## src/rtl/sobel_out_streamer.sv

```systemverilog
// Read-out stage for the Sobel output memory: sequential reads after finish,
// re-emitted as a valid/ready pixel stream with end-of-line / end-of-frame tags.
module sobel_out_streamer #(
  parameter int DATA_WIDTH = 8,
  parameter int ADDR_WIDTH = 12,
  parameter int IMG_W      = 64,
  parameter int IMG_H      = 64
) (
  input  logic                  clk_i,
  input  logic                  rst_ni,
  input  logic                  finish_i,
  output logic                  rd_en_omem_o,
  output logic [ADDR_WIDTH-1:0] addr_omem_o,
  input  logic [DATA_WIDTH-1:0] data_omem_i,
  output logic                  m_valid_o,
  input  logic                  m_ready_i,
  output logic [DATA_WIDTH-1:0] m_data_o,
  output logic                  m_eol_o,
  output logic                  m_last_o,
  output logic                  busy_o,
  output logic                  done_o
);

  localparam int N     = IMG_W * IMG_H;
  localparam int COL_W = (IMG_W > 1) ? $clog2(IMG_W) : 1;
  localparam logic [ADDR_WIDTH-1:0] LAST_ADDR = ADDR_WIDTH'(N - 1);
  localparam logic [COL_W-1:0]      LAST_COL  = COL_W'(IMG_W - 1);

  typedef enum logic [1:0] {
    IDLE   = 2'd0,
    STREAM = 2'd1,
    DRAIN  = 2'd2
  } state_e;

  typedef struct packed {
    logic [DATA_WIDTH-1:0] data;
    logic                  eol;
    logic                  last;
  } beat_t;

  state_e                state_q, state_d;
  logic                  finish_q;
  logic                  start;
  logic                  rd_en_q;
  logic                  done_q;

  logic [ADDR_WIDTH-1:0] rd_addr_q, rd_addr_d;
  logic [ADDR_WIDTH-1:0] addr_q, addr_d;
  logic [COL_W-1:0]      col_q, col_d;
  logic                  inflight_q;
  logic                  infl_eol_q, infl_eol_d;
  logic                  infl_last_q, infl_last_d;

  beat_t                 fifo_q [2];
  logic                  wr_ptr_q, rd_ptr_q;
  logic [1:0]            occ_q, occ_d;
  beat_t                 head;
  beat_t                 push_beat;

  logic                  issue;
  logic                  push;
  logic                  pop;
  logic                  last_hs;
  logic [2:0]            credit;

  assign start = finish_i & ~finish_q;

  // ---------------------------------------------------------------------------
  // FSM: state register
  // ---------------------------------------------------------------------------
  // NOTE: every clocked process uses non-blocking (<=) assignments so all
  // registers update together from values sampled before the edge.
  always_ff @(posedge clk_i or negedge rst_ni) begin
    if (!rst_ni) begin
      state_q  <= IDLE;
      finish_q <= 1'b0;
      rd_en_q  <= 1'b0;
      done_q   <= 1'b0;
    end else begin
      state_q  <= state_d;
      finish_q <= finish_i;
      rd_en_q  <= (state_d != IDLE);
      done_q   <= (state_q == DRAIN) && last_hs;
    end
  end

  // ---------------------------------------------------------------------------
  // FSM: next-state logic
  // ---------------------------------------------------------------------------
  // NOTE: each combinational block assigns a default to every output first,
  // so no path leaves a signal unassigned and no latch is inferred.
  always_comb begin
    state_d = state_q;
    unique case (state_q)
      IDLE:    if (start) state_d = STREAM;
      STREAM:  if (issue && (rd_addr_q == LAST_ADDR)) state_d = DRAIN;
      DRAIN:   if (last_hs) state_d = IDLE;
      default: state_d = IDLE;
    endcase
  end

  // ---------------------------------------------------------------------------
  // FSM: outputs and read-issue control
  // ---------------------------------------------------------------------------
  always_comb begin
    pop     = (occ_q != 2'd0) & m_ready_i;
    // Entries held or owed to the FIFO after this cycle's pop; keeps it <= 2.
    credit  = 3'(occ_q) + 3'(inflight_q) - 3'(pop);
    issue   = (state_q == STREAM) && (credit < 3'd2);
    last_hs = pop & head.last;

    addr_omem_o  = issue ? rd_addr_q : addr_q;
    rd_en_omem_o = rd_en_q;
    busy_o       = (state_q != IDLE);
    done_o       = done_q;
  end

  // ---------------------------------------------------------------------------
  // Address / column counters and in-flight tags
  // ---------------------------------------------------------------------------
  always_comb begin
    rd_addr_d   = rd_addr_q;
    col_d       = col_q;
    addr_d      = addr_q;
    infl_eol_d  = infl_eol_q;
    infl_last_d = infl_last_q;

    if ((state_q == IDLE) && start) begin
      rd_addr_d = '0;
      col_d     = '0;
    end

    if (issue) begin
      addr_d      = rd_addr_q;
      rd_addr_d   = rd_addr_q + ADDR_WIDTH'(1);
      col_d       = (col_q == LAST_COL) ? '0 : col_q + COL_W'(1);
      infl_eol_d  = (col_q == LAST_COL);
      infl_last_d = (rd_addr_q == LAST_ADDR);
    end
  end

  always_ff @(posedge clk_i or negedge rst_ni) begin
    if (!rst_ni) begin
      rd_addr_q   <= '0;
      col_q       <= '0;
      addr_q      <= '0;
      inflight_q  <= 1'b0;
      infl_eol_q  <= 1'b0;
      infl_last_q <= 1'b0;
    end else begin
      rd_addr_q   <= rd_addr_d;
      col_q       <= col_d;
      addr_q      <= addr_d;
      inflight_q  <= issue;
      infl_eol_q  <= infl_eol_d;
      infl_last_q <= infl_last_d;
    end
  end

  // ---------------------------------------------------------------------------
  // 2-entry output FIFO
  // ---------------------------------------------------------------------------
  assign push           = inflight_q;
  assign push_beat.data = data_omem_i;
  assign push_beat.eol  = infl_eol_q;
  assign push_beat.last = infl_last_q;

  always_comb begin
    occ_d = occ_q + 2'(push) - 2'(pop);
  end

  // NOTE: the two storage entries are reset because they drive the stream
  // outputs directly, which must read zero out of reset.
  always_ff @(posedge clk_i or negedge rst_ni) begin
    if (!rst_ni) begin
      fifo_q[0] <= '0;
      fifo_q[1] <= '0;
      wr_ptr_q  <= 1'b0;
      rd_ptr_q  <= 1'b0;
      occ_q     <= 2'd0;
    end else if ((state_q == IDLE) && start) begin
      wr_ptr_q  <= 1'b0;
      rd_ptr_q  <= 1'b0;
      occ_q     <= 2'd0;
    end else begin
      if (push) begin
        fifo_q[wr_ptr_q] <= push_beat;
        wr_ptr_q         <= ~wr_ptr_q;
      end
      if (pop) begin
        rd_ptr_q <= ~rd_ptr_q;
      end
      occ_q <= occ_d;
    end
  end

  assign head      = fifo_q[rd_ptr_q];
  assign m_valid_o = (occ_q != 2'd0);
  assign m_data_o  = head.data;
  assign m_eol_o   = head.eol;
  assign m_last_o  = head.last;

endmodule
```

## config.mk

```make
export PLATFORM = sky130hd
export DESIGN_NAME = sobel_out_streamer
export DESIGN_NICKNAME = d
export VERILOG_FILES = /design/src/rtl/sobel_out_streamer.sv
export SDC_FILE = /design/constraint.sdc
export NUM_CORES = 1
export LEC_CHECK = 0
export CORE_MARGIN = 2
export CORE_UTILIZATION = 58
export CTS_BUF_LIST = sky130_fd_sc_hd__clkbuf_16
export DETAILED_ROUTE_END_ITERATION = 8
export PLACE_DENSITY = 0.82
export SYNTH_ARGS = -nofsm -noshare
export SYNTH_HDL_FRONTEND = slang
export SYNTH_SLANG_ARGS = --single-unit
export TNS_END_PERCENT = 20
```

## constraint.sdc

```tcl
create_clock -name clk_i -period 5.1 [get_ports clk_i]
set_input_delay 0.51 -clock clk_i [delete_from_list [all_inputs] [get_ports clk_i]]
set_output_delay 0.51 -clock clk_i [all_outputs]
set_load 0.01 [all_outputs]
```

==> reports/qor.txt <==
antenna diode count: 0
Port Buf Inserts: 37
reg2reg end: rd_addr_q[11]$_DFFE_PN0P_
Total Nets Final: 303
Post-CTS Hold Buffers: 0
ANT nets after route: 0
setup repair after global routing missed its margin: no
Max FO, Critical Path: 13
worst slew pin tran: 0.7602 ns
dpl hpwl: 3.362 mm
area occupied by multi-input gates: 1162 um^2
Skew-Pair Late Insertion Delay: 0.32 ns
Combinational Power Share: 0.417
Sequential Power Share: 0.350
Fill cells: 326
syn_area_per_cell: 11.35 um^2
H-Tree Depth: 3
critical path's most frequent cell: nand2_1
slowest CP cell: clkdlybuf4s50_1
Fmax achieved: 0.2410 GHz
total core area: 4661 um^2
largest net degree at the start of global routing: 63
ranking of synthesized cells by area: dfrtp_1, mux2_2, nand2_1
Die W: 73.11 um
Critical Path AT: 3.64 ns
CP Class: in2out
internal power: 1417 uW
CP peak stage delay: 0.53 ns
TritonCTS Sinks: 62
synth cell count leaders: dfrtp_1, nand2_1, mux2_2
CTS tree: yes
I/O pins: 38
average wire per cell in the routed design: 14.80 um
Setup crit end kind: output port
register area share after synthesis: 0.5601
final setup fails: 0
Worst Path Buf+Inv: 5
register area: 1551 um^2
GRT Util Overall: 0.2185
Die ar.: 5345 um^2
Async S/R FF share, synth: 1.000
FF+latch count, synth: 62
overall die height: 73.11 um
Pre-antenna DRT Iters: 4
Yosys warning total: 0
via-per-instance ratio: 5.516
Site Rows: 25
biggest area consumer among synthesized cells: dfrtp_1
worst path cell trace: clkdlybuf4s50_1 -> nand2_1 -> mux2i_1 -> ha_1 -> inv_1 -> fa_1 -> nand3b_1 -> or2_0 -> inv_1 -> buf_4 -> nand2_1 -> nand2_1 -> clkdlybuf4s50_1
share of the synthesized area in the top cell type: 0.5601
reg-to-reg startpoint: occ_q[1]$_DFF_PN0_
FF-to-FF setup slack: 2.35 ns
Setup TNS Final: 0 ns
first-pass GRT wire length: 8.638 mm
peak supply drop: 0.0004239 V
crit-path leading delay family: buffers and inverters
Hold Crit Class: in2async
Top FF cell, synth: dfrtp_1
Clock Path Buffers: 2
syn nets: 260
Syn Std Cell Area: 2770 um^2
initial DRC count: 110
Num CTS Buffers: 9
routability cong.: 0.8068
antenna violations before repair: 0
total grt overflow: 0
post-cts sizing count: 0
status: completed
LEAKAGE: 0.001598 uW
clock skew: 0.006572 ns
post-CTS setup buffers: 0
Critical Path RT: 4.59 ns
Syn Inst Count: 244
root buf cell: clkbuf_16
slew margin rel.: 0.4932
CP Launch Type: input port
vias in the first global route: 1922
Remaining DRCs: 0
FF-to-FF path depth: 10
Starting Density: 0.5944
max cap viols: 0
Tcrit/Tclk final: 0.8136
PD cells: 633.3 nW/um^2
fin crit period: 4.149 ns
area delta synth->final: 24.12%
Final Max Slew Viols: 0
DR vias: 1903
Final Hold Fails: 0
Post-synth EDFFs: 0
share of layout cells above drive strength 1: 0.1924
Clock power frac: 0.233
final wirelength: 5.107 mm
top-count cell post-synth: dfrtp_1
Sw Ratio: 0.3491
total power: 2177 uW
Reg clk slew, reported paths: 0.05 ns
Netlist cell types: 43
NetSw: 760.2 uW
-- layout make-up --
cell class              count  area share
clock buffers               9     0.06550
well taps                  54     0.01965
repair buffers             41      0.1150
inverters                   3    0.003275
flip-flops and latches     62      0.4512
multi-input cells         170      0.3381
clock inverters             6    0.007278
-- cell usage in the layout (no fill, tap or decap), types with 4 or more instances in the layout --
cell,instances
nand3_1,7
nand2_1,54
nor2_1,8
buf_4,4
and3_1,4
clkdlybuf4s50_1,36
o21ai_0,8
mux2i_1,8
inv_1,7
dfrtp_1,62
clkbuf_16,9
mux2_2,30
-- stage by stage --
stage | cell area, um^2 | utilization | std cells | hold WS (ns) | worst slack, ns
2_1_floorplan | 2770 | - | 244 | 0.2144 | 2.200
3_3_place_gp | 3188 | 0.6840 | 330 | 0.4517 | 1.084
3_5_place_dp | 3188 | 0.6840 | 330 | 0.4586 | 1.003
4_1_cts | 3438 | 0.7377 | 345 | 0.3661 | 0.9777
5_1_grt | 3438 | 0.7377 | 345 | 0.4128 | 0.7611
6_report | 3438 | 0.7377 | 345 | 0.3351 | 0.9509
-- flip-flops by register name, summed over array words and instances, names as in the netlist --
register and cells:
addr_q 12, col_q 6, done_o 1, fifo_q 20
finish_q 1, infl_eol_q 1, infl_last_q 1, inflight_q 1
occ_q 2, rd_addr_q 12, rd_en_omem_o 1, rd_ptr_q 1
state_q 2, wr_ptr_q 1
-- power by group through the flow --
| stage | Sequential, uW | Combinational, uW | Clock [uW] |
|---|---|---|---|
| floorplan | 722 | 629 | 0 |
| global placement | 758 | 886 | 0 |
| detailed placement | 768 | 908 | 0 |
| CTS | 762 | 917 | 523 |
| global route | 782 | 1000 | 539 |
| finish | 763 | 908 | 507 |
-- logic make-up after synthesis --
group,count (synthesis),share of synthesized area
adder cells (fa/ha/maj),4,0.02078
AND/OR/NAND/NOR,98,0.1712
buffers and inverters,12,0.02033
multiplexers,38,0.1509
flip-flops,62,0.5601
AO/OA/AOI/OAI,25,0.06098
XOR/XNOR,5,0.01581
-- worst register-to-register path: cells and delay by family, from the launching register on --
family,cells,cell delay (ns)
flip-flops,1,0.43
adder cells (fa/ha/maj),2,0.69
multiplexers,2,0.37
AND/OR/NAND/NOR,4,0.90
buffers and inverters,2,0.29
-- per-layer routing --
layer / GRT usage / part of all wire / vias up / wire length, um
met3: 0.08149 / 0.047 / 9 / 239
met5: 0 / 0 / - / 0
met1: 0.2560 / 0.44 / 927 / 2256
met4: 0.09671 / 0.016 / 0 / 80
li1: - / - / 932 / -
met2: 0.3584 / 0.50 / 35 / 2531
-- worst max path at each step --
stage / from / to / slack [ns] / cells after the start
3_3_place_gp: m_ready_i / addr_omem_o[3] / 1.08 / 13
4_1_cts: m_ready_i / addr_omem_o[5] / 0.98 / 13
3_5_place_dp: m_ready_i / addr_omem_o[5] / 1.00 / 13
5_1_grt: m_ready_i / addr_omem_o[4] / 0.76 / 13
6_report: m_ready_i / addr_omem_o[5] / 0.95 / 13
2_1_floorplan: m_ready_i / addr_omem_o[4] / 2.20 / 13
Power figures use the tool's default switching activity.
